$ cat src/rtl/ram_arbiter_if.sv
// Bundle of the two requester ports and the RAM side of the arbiter.
//
// Handshake: a requester raises reqN together with weN/addrN/wdataN and holds
// all of them stable until it sees ackN high for one cycle. After the clock
// edge that closes the ack cycle it either drops reqN or presents a new
// command. For a read, rvalidN pulses for one cycle exactly one cycle after
// ackN, with rdataN valid only in that cycle (rdataN is 0 otherwise).
interface ram_arbiter_if #(
    parameter int data_width = 16,
    parameter int addr_width = 8
);
    // port 0 (e.g. instruction fetch)
    logic                  req0;
    logic                  we0;
    logic [addr_width-1:0] addr0;
    logic [data_width-1:0] wdata0;
    logic                  ack0;
    logic                  rvalid0;
    logic [data_width-1:0] rdata0;

    // port 1 (e.g. load/store)
    logic                  req1;
    logic                  we1;
    logic [addr_width-1:0] addr1;
    logic [data_width-1:0] wdata1;
    logic                  ack1;
    logic                  rvalid1;
    logic [data_width-1:0] rdata1;

    // single-port synchronous RAM with registered read data
    logic [addr_width-1:0] mem_read_adress;
    logic [addr_width-1:0] mem_write_adress;
    logic                  mem_write;
    logic [data_width-1:0] mem_din;
    logic [data_width-1:0] mem_dout;

    // arbiter side
    modport slave (
        input  req0, we0, addr0, wdata0,
        output ack0, rvalid0, rdata0,
        input  req1, we1, addr1, wdata1,
        output ack1, rvalid1, rdata1,
        output mem_read_adress, mem_write_adress, mem_write, mem_din,
        input  mem_dout
    );

    // requesters and RAM side
    modport master (
        output req0, we0, addr0, wdata0,
        input  ack0, rvalid0, rdata0,
        output req1, we1, addr1, wdata1,
        input  ack1, rvalid1, rdata1,
        input  mem_read_adress, mem_write_adress, mem_write, mem_din,
        output mem_dout
    );
endinterface

$ cat src/rtl/ram_arbiter.sv
// Two-port round-robin arbiter/sequencer in front of a single-port
// synchronous RAM. One command is captured per grant, issued to the RAM for
// one cycle, and for reads the registered RAM data is steered back to the
// requester in the following cycle.
module ram_arbiter #(
    parameter int data_width = 16,
    parameter int addr_width = 8
) (
    input  logic                clk,
    input  logic                reset,
    ram_arbiter_if.slave        bus,
    output logic [1:0]          dbg_state_o,
    output logic                dbg_prio_o
);

    typedef enum logic [1:0] {
        IDLE  = 2'b00,
        ISSUE = 2'b01,
        WAIT  = 2'b10
    } state_t;

    state_t                state_q, state_d;
    logic                  prio_q, prio_d;
    logic                  cmd_id_q, cmd_id_d;
    logic                  cmd_we_q, cmd_we_d;
    logic [addr_width-1:0] cmd_addr_q, cmd_addr_d;
    logic [data_width-1:0] cmd_wdata_q, cmd_wdata_d;
    logic                  grant1;

    // State, priority and captured command; reset abandons anything in flight.
    always_ff @(posedge clk or posedge reset) begin
        if (reset) begin
            state_q     <= IDLE;
            prio_q      <= 1'b0;
            cmd_id_q    <= 1'b0;
            cmd_we_q    <= 1'b0;
            cmd_addr_q  <= '0;
            cmd_wdata_q <= '0;
        end else begin
            state_q     <= state_d;
            prio_q      <= prio_d;
            cmd_id_q    <= cmd_id_d;
            cmd_we_q    <= cmd_we_d;
            cmd_addr_q  <= cmd_addr_d;
            cmd_wdata_q <= cmd_wdata_d;
        end
    end

    // Arbitration, next-state and all bus outputs.
    always_comb begin
        state_d     = state_q;
        prio_d      = prio_q;
        cmd_id_d    = cmd_id_q;
        cmd_we_d    = cmd_we_q;
        cmd_addr_d  = cmd_addr_q;
        cmd_wdata_d = cmd_wdata_q;

        // Port 1 wins when it is alone, or when both ask and it holds priority.
        grant1 = (bus.req0 && bus.req1) ? prio_q : bus.req1;

        // Outputs idle low; the RAM address/data lines always show the
        // captured command so they are stable outside the issue cycle.
        bus.ack0             = 1'b0;
        bus.ack1             = 1'b0;
        bus.rvalid0          = 1'b0;
        bus.rvalid1          = 1'b0;
        bus.rdata0           = '0;
        bus.rdata1           = '0;
        bus.mem_write        = 1'b0;
        bus.mem_read_adress  = cmd_addr_q;
        bus.mem_write_adress = cmd_addr_q;
        bus.mem_din          = cmd_wdata_q;

        case (state_q)
            IDLE: begin
                if (bus.req0 || bus.req1) begin
                    cmd_id_d    = grant1;
                    cmd_we_d    = grant1 ? bus.we1    : bus.we0;
                    cmd_addr_d  = grant1 ? bus.addr1  : bus.addr0;
                    cmd_wdata_d = grant1 ? bus.wdata1 : bus.wdata0;
                    prio_d      = ~grant1;
                    state_d     = ISSUE;
                end
            end
            ISSUE: begin
                // The RAM writes or captures the read address at the closing edge.
                bus.ack0      = ~cmd_id_q;
                bus.ack1      = cmd_id_q;
                bus.mem_write = cmd_we_q;
                state_d       = cmd_we_q ? IDLE : WAIT;
            end
            WAIT: begin
                // Registered RAM data is passed straight to the owning port.
                if (cmd_id_q) begin
                    bus.rvalid1 = 1'b1;
                    bus.rdata1  = bus.mem_dout;
                end else begin
                    bus.rvalid0 = 1'b1;
                    bus.rdata0  = bus.mem_dout;
                end
                state_d = IDLE;
            end
            default: begin
                state_d = IDLE;
            end
        endcase
    end

    // Debug visibility of the sequencer state and the priority pointer.
    always_comb begin
        dbg_state_o = state_q;
        dbg_prio_o  = prio_q;
    end

endmodule

$ cat src/flat_wrapper.sv
// flat-port wrapper written by rule: the top's interface ports become plain ports
module ram_arbiter_flat 
#(
    parameter int data_width = 16,
    parameter int addr_width = 8
)
  (clk, reset, dbg_state_o, dbg_prio_o, bus_req0, bus_we0, bus_addr0, bus_wdata0, bus_ack0, bus_rvalid0, bus_rdata0, bus_req1, bus_we1, bus_addr1, bus_wdata1, bus_ack1, bus_rvalid1, bus_rdata1, bus_mem_read_adress, bus_mem_write_adress, bus_mem_write, bus_mem_din, bus_mem_dout);
  ram_arbiter_if #(.data_width(data_width), .addr_width(addr_width)) bus_i ();
  input  logic clk;
  input  logic reset;
  output logic [1:0] dbg_state_o;
  output logic dbg_prio_o;
  input wire logic [$bits(bus_i.req0)-1:0] bus_req0;
  input wire logic [$bits(bus_i.we0)-1:0] bus_we0;
  input wire logic [$bits(bus_i.addr0)-1:0] bus_addr0;
  input wire logic [$bits(bus_i.wdata0)-1:0] bus_wdata0;
  output wire logic [$bits(bus_i.ack0)-1:0] bus_ack0;
  output wire logic [$bits(bus_i.rvalid0)-1:0] bus_rvalid0;
  output wire logic [$bits(bus_i.rdata0)-1:0] bus_rdata0;
  input wire logic [$bits(bus_i.req1)-1:0] bus_req1;
  input wire logic [$bits(bus_i.we1)-1:0] bus_we1;
  input wire logic [$bits(bus_i.addr1)-1:0] bus_addr1;
  input wire logic [$bits(bus_i.wdata1)-1:0] bus_wdata1;
  output wire logic [$bits(bus_i.ack1)-1:0] bus_ack1;
  output wire logic [$bits(bus_i.rvalid1)-1:0] bus_rvalid1;
  output wire logic [$bits(bus_i.rdata1)-1:0] bus_rdata1;
  output wire logic [$bits(bus_i.mem_read_adress)-1:0] bus_mem_read_adress;
  output wire logic [$bits(bus_i.mem_write_adress)-1:0] bus_mem_write_adress;
  output wire logic [$bits(bus_i.mem_write)-1:0] bus_mem_write;
  output wire logic [$bits(bus_i.mem_din)-1:0] bus_mem_din;
  input wire logic [$bits(bus_i.mem_dout)-1:0] bus_mem_dout;
  assign bus_i.req0 = bus_req0;
  assign bus_i.we0 = bus_we0;
  assign bus_i.addr0 = bus_addr0;
  assign bus_i.wdata0 = bus_wdata0;
  assign bus_ack0 = bus_i.ack0;
  assign bus_rvalid0 = bus_i.rvalid0;
  assign bus_rdata0 = bus_i.rdata0;
  assign bus_i.req1 = bus_req1;
  assign bus_i.we1 = bus_we1;
  assign bus_i.addr1 = bus_addr1;
  assign bus_i.wdata1 = bus_wdata1;
  assign bus_ack1 = bus_i.ack1;
  assign bus_rvalid1 = bus_i.rvalid1;
  assign bus_rdata1 = bus_i.rdata1;
  assign bus_mem_read_adress = bus_i.mem_read_adress;
  assign bus_mem_write_adress = bus_i.mem_write_adress;
  assign bus_mem_write = bus_i.mem_write;
  assign bus_mem_din = bus_i.mem_din;
  assign bus_i.mem_dout = bus_mem_dout;
  ram_arbiter #(.data_width(data_width), .addr_width(addr_width)) u_core (.clk(clk), .reset(reset), .bus(bus_i), .dbg_state_o(dbg_state_o), .dbg_prio_o(dbg_prio_o));
endmodule
$ cat config.mk
export PLATFORM = sky130hd
export DESIGN_NAME = ram_arbiter_flat
export DESIGN_NICKNAME = d
export VERILOG_FILES = /design/src/rtl/ram_arbiter_if.sv /design/src/rtl/ram_arbiter.sv /design/src/flat_wrapper.sv
export SDC_FILE = /design/constraint.sdc
export NUM_CORES = 1
export LEC_CHECK = 0
export ABC_CLOCK_PERIOD_IN_PS = 4400
export CAP_MARGIN = 0
export CORE_UTILIZATION = 36
export CTS_BUF_LIST = sky130_fd_sc_hd__clkbuf_4 sky130_fd_sc_hd__clkbuf_8
export DETAILED_ROUTE_END_ITERATION = 10
export GPL_TIMING_DRIVEN = 0
export PLACE_DENSITY = 0.84
export SYNTH_ARGS = -nofsm -noshare
export SYNTH_HDL_FRONTEND = slang
export SYNTH_SLANG_ARGS = --single-unit
$ cat constraint.sdc
create_clock -name clk -period 4.4 [get_ports clk]
set_input_delay 1.32 -clock clk [delete_from_list [all_inputs] [get_ports clk]]
set_output_delay 1.32 -clock clk [all_outputs]
set_load 0.01 [all_outputs]
==> qor.csv <==
stage,metric,value,unit
timing,Worst Tran Pin Value,1.10,ns
clock_network,Clock Latency Late Sink,0.29,ns
timing,Hold Fails Final Rpt,0,
routing,post-route ant nets,0,
timing,setup TNS,0,ns
synth,top cell type's share of synthesized area,41.3,%
routing,total wire length,6390,µm
global_route,number of global-route vias before repair,2099,
layout,area of the multi-input gates,838,µm²
layout,layout cells sized above 1,8.64,%
clock_network,TritonCTS Buffers,5,
timing,final setup fails,0,
timing,max-slew violation count,0,
critical_path,WP data arrival,2.51,ns
critical_path,crit path max-delay cell type,clkdlybuf4s50_1,
synth,Post-Syn Area per Cell,8.38,µm²
pwr,Max VDD drop,0.268,mV
floorplanning,IO Count,142,
pwr,Leak,1.32,nW
clock_network,CTS Sinks,29,
timing,FMAX,261,MHz
clock_network,cts hold-fix bufs,0,
placed_design,Port Buffer Count,141,
synth,Syn Nets,280,
critical_path,r2r worst-path depth,4,
synth,main combinational cell family by area after synthesis,compound AO/OA/AOI/OAI gates,
clock_network,clock-pin slew on the worst setup and hold paths,0.06,ns
synth,post-synthesis adder-cell area fraction,0,%
timing,Hold WS,0.475,ns
synth,Synth Area in Compound Gates,24.4,%
floorplanning,die height,71.9,µm
synth,Synth area leader,dfrtp_1,
synth,Yosys reg bits,29,
routing,DR pass1 iterations,4,
critical_path,Worst EP required,3.08,ns
layout,non-filler cells in the finished layout,426,
floorplanning,Die Area,0.00517,mm²
synth,Syn Inst Count,210,
global_route,largest net degree at the start of global routing,30,
critical_path,CP Cell Sequence,clkdlybuf4s50_1 > and2_1 > clkdlybuf4s50_1,
clock_network,clock root cell,clkbuf_8,
global_route,gr ovfl total,0,
routing,WL per Instance,15.0,µm
pwr,Power Density,556,mW/mm²
floorplanning,DIE WIDTH,71.9,µm
global_route,GRT Total Usage,25.6,%
critical_path,launch point of the worst reg-to-reg path,u_core.dbg_prio_o,
timing,Tcrit/Tclk final,87.1,%
global_route,first-pass GRT wire length,10200,µm
routing,DRT iter0 DRCs,84,
synth,Synth cell types,18,
clock_network,CTS tree,built,
synth,XOR/XNOR Fraction of Synth Area,0,%
worst_hold_path,Hold Path Class,flop to flop,
synth,sequential cell area fraction in the yosys report,41.3,%
clock_network,Longest Clk Path Bufs,2,
clock_network,Post-CTS Setup Bufs,0,
floorplanning,core footprint,0.00472,mm²
critical_path,Worst Setup EP,bus_rdata0[0],
timing,Slew headroom,26.3,%
layout,Fillers,407,
floorplanning,Starting Density,37.2,%
critical_path,"slowest stage delay, CP",0.54,ns
placed_design,Placed Instances,418,
layout,fin util,71.0,%
clock_network,post-cts sizing count,0,
timing,RSZ-0062 raised after global routing,no,
floorplanning,Cell Rows,25,
synth,simple-gate share of the synthesized area,23.3,%
critical_path,R2R Path End,u_core.bus.mem_din[13],
routing,routed via count,2179,
global_route,initial antenna violation count,0,
critical_path,Critical Path Start Type,input pin,
timing,Tmin final,3.83,ns
placed_design,Final GP Congestion,0.814,
routing,vias per cell,5.12,
placed_design,hpwl dp,5080,µm
layout,nets@finish,428,
routing,DRC viols,0,
critical_path,"most used cell, CP",clkdlybuf4s50_1,
critical_path,crit end category,output port,
flow_run,Max Cap Viol,0,
critical_path,crit path max fanout,2,
synth,mapped cell area,0.00176,mm²
synth,Yosys warnings,0,
run_status,status,finished clean,
critical_path,CP startpoint,bus_mem_dout[0],
critical_path,crit path kind,input pin to output port,
layout,synth-to-layout area growth,90.8,%
synth,synth top area cells,"dfrtp_1 (41%), and2_1 (11%), a31oi_1 (8.9%), a21oi_1 (7.4%), nand3_1 (7.4%)",
layout,sequential cell area,726,µm²
synth,mux share of post-synthesis cell area,0,%
clock_network,CTS HTree Levels,2,
layout,Inserted Diodes,0,
timing,Clock Skew,0.00230,ns
critical_path,reg2reg setup slack,2.91,ns
-- synth_stat cells --
cell and n:
buf_2 6, nand3_1 26, dfrtp_1 29, nor3b_2 2, and2_1 32, o21ai_0 26
clkbuf_1 10, a31oi_1 25, and2_4 1, buf_4 9, a31oi_2 1, inv_1 4
buf_6 4, nor2_1 5, and2b_1 1, nand2b_1 2, or2_1 1, a21oi_1 26
-- state kept, by name, indices dropped and copies added, names as in the netlist --
| register | flops |
|---|---|
| u_core.cmd_id_q | 1 |
| u_core.dbg_state_o | 2 |
| u_core.bus.mem_read_adress | 8 |
| u_core.cmd_we_q | 1 |
| u_core.dbg_prio_o | 1 |
| u_core.bus.mem_din | 16 |
-- per-layer routing --
| layer | routed length (µm) | track usage [%] | up-vias |
|---|---|---|---|
| met2 | 3400 | 47.7 | 116 |
| li1 | - | - | 1046 |
| met1 | 2310 | 28.0 | 1001 |
| met5 | 0 | 0 | - |
| met3 | 494 | 5.97 | 16 |
| met4 | 177 | 10.5 | 0 |
-- stage by stage --
stage	setup WS, ns	total power, mW	instance area [µm²]
floorplan	1.61	1.04	1760
global placement	0.554	1.61	3250
detailed placement	0.551	1.63	3250
CTS	0.551	1.88	3360
global route	0.536	1.98	3360
finish	0.568	1.86	3360
-- worst min-delay path by stage --
stage | from | endpoint | cells past startpoint
6_report | u_core.cmd_we_q | u_core.dbg_state_o[1] | 1
5_1_grt | u_core.cmd_we_q | u_core.dbg_state_o[1] | 1
4_1_cts | u_core.cmd_we_q | u_core.dbg_state_o[1] | 1
3_5_place_dp | u_core.cmd_we_q | u_core.dbg_state_o[1] | 1
3_3_place_gp | u_core.cmd_we_q | u_core.dbg_state_o[1] | 1
2_1_floorplan | u_core.cmd_we_q | u_core.dbg_state_o[1] | 1
-- layout by cell type, fill, tap and decap left out --
cell | netlist | final
a31oi_1 | 25 | 25
clkbuf_8 | 0 | 7
buf_2 | 6 | 6
and2_1 | 32 | 32
buf_6 | 4 | 4
buf_4 | 9 | 9
a31oi_2 | 1 | 1
clkbuf_1 | 10 | 10
clkdlybuf4s50_1 | 0 | 141
or2_1 | 1 | 1
and2_4 | 1 | 1
nand2b_1 | 2 | 2
a21oi_1 | 26 | 26
nor2_1 | 5 | 5
clkinv_2 | 0 | 1
nor3b_2 | 2 | 2
and2b_1 | 1 | 1
o21ai_0 | 26 | 26
nand3_1 | 26 | 26
inv_1 | 4 | 4
dfrtp_1 | 29 | 29
-- cell type report --
type | instances | area share [%]
buffer | 29 | 5.37
clock buffer | 7 | 2.87
clock inverter | 1 | 0.149
inverter | 4 | 0.447
multi-input combinational | 148 | 25.0
sequential | 29 | 21.6
tap | 67 | 2.50
timing repair buffer | 141 | 42.1
-- kinds of logic after synthesis --
logic type / after synthesis
AOI/OAI and AO/OA: 78
and+or+nand+nor: 70
buffers and inverters: 33
DFF: 29
-- where the power goes --
part	internal (mW)	total, mW	switching (mW)
Sequential	0.404	0.500	0.0953
Combinational	0.631	1.12	0.491
Clock	0.141	0.243	0.102
-- worst max-delay path: cells and delay by family --
kind,cells,cell delay [ns]
buf+inv,2,1.05
simple gates,1,0.14
No activity file was read; power rests on OpenSTA's default activity.
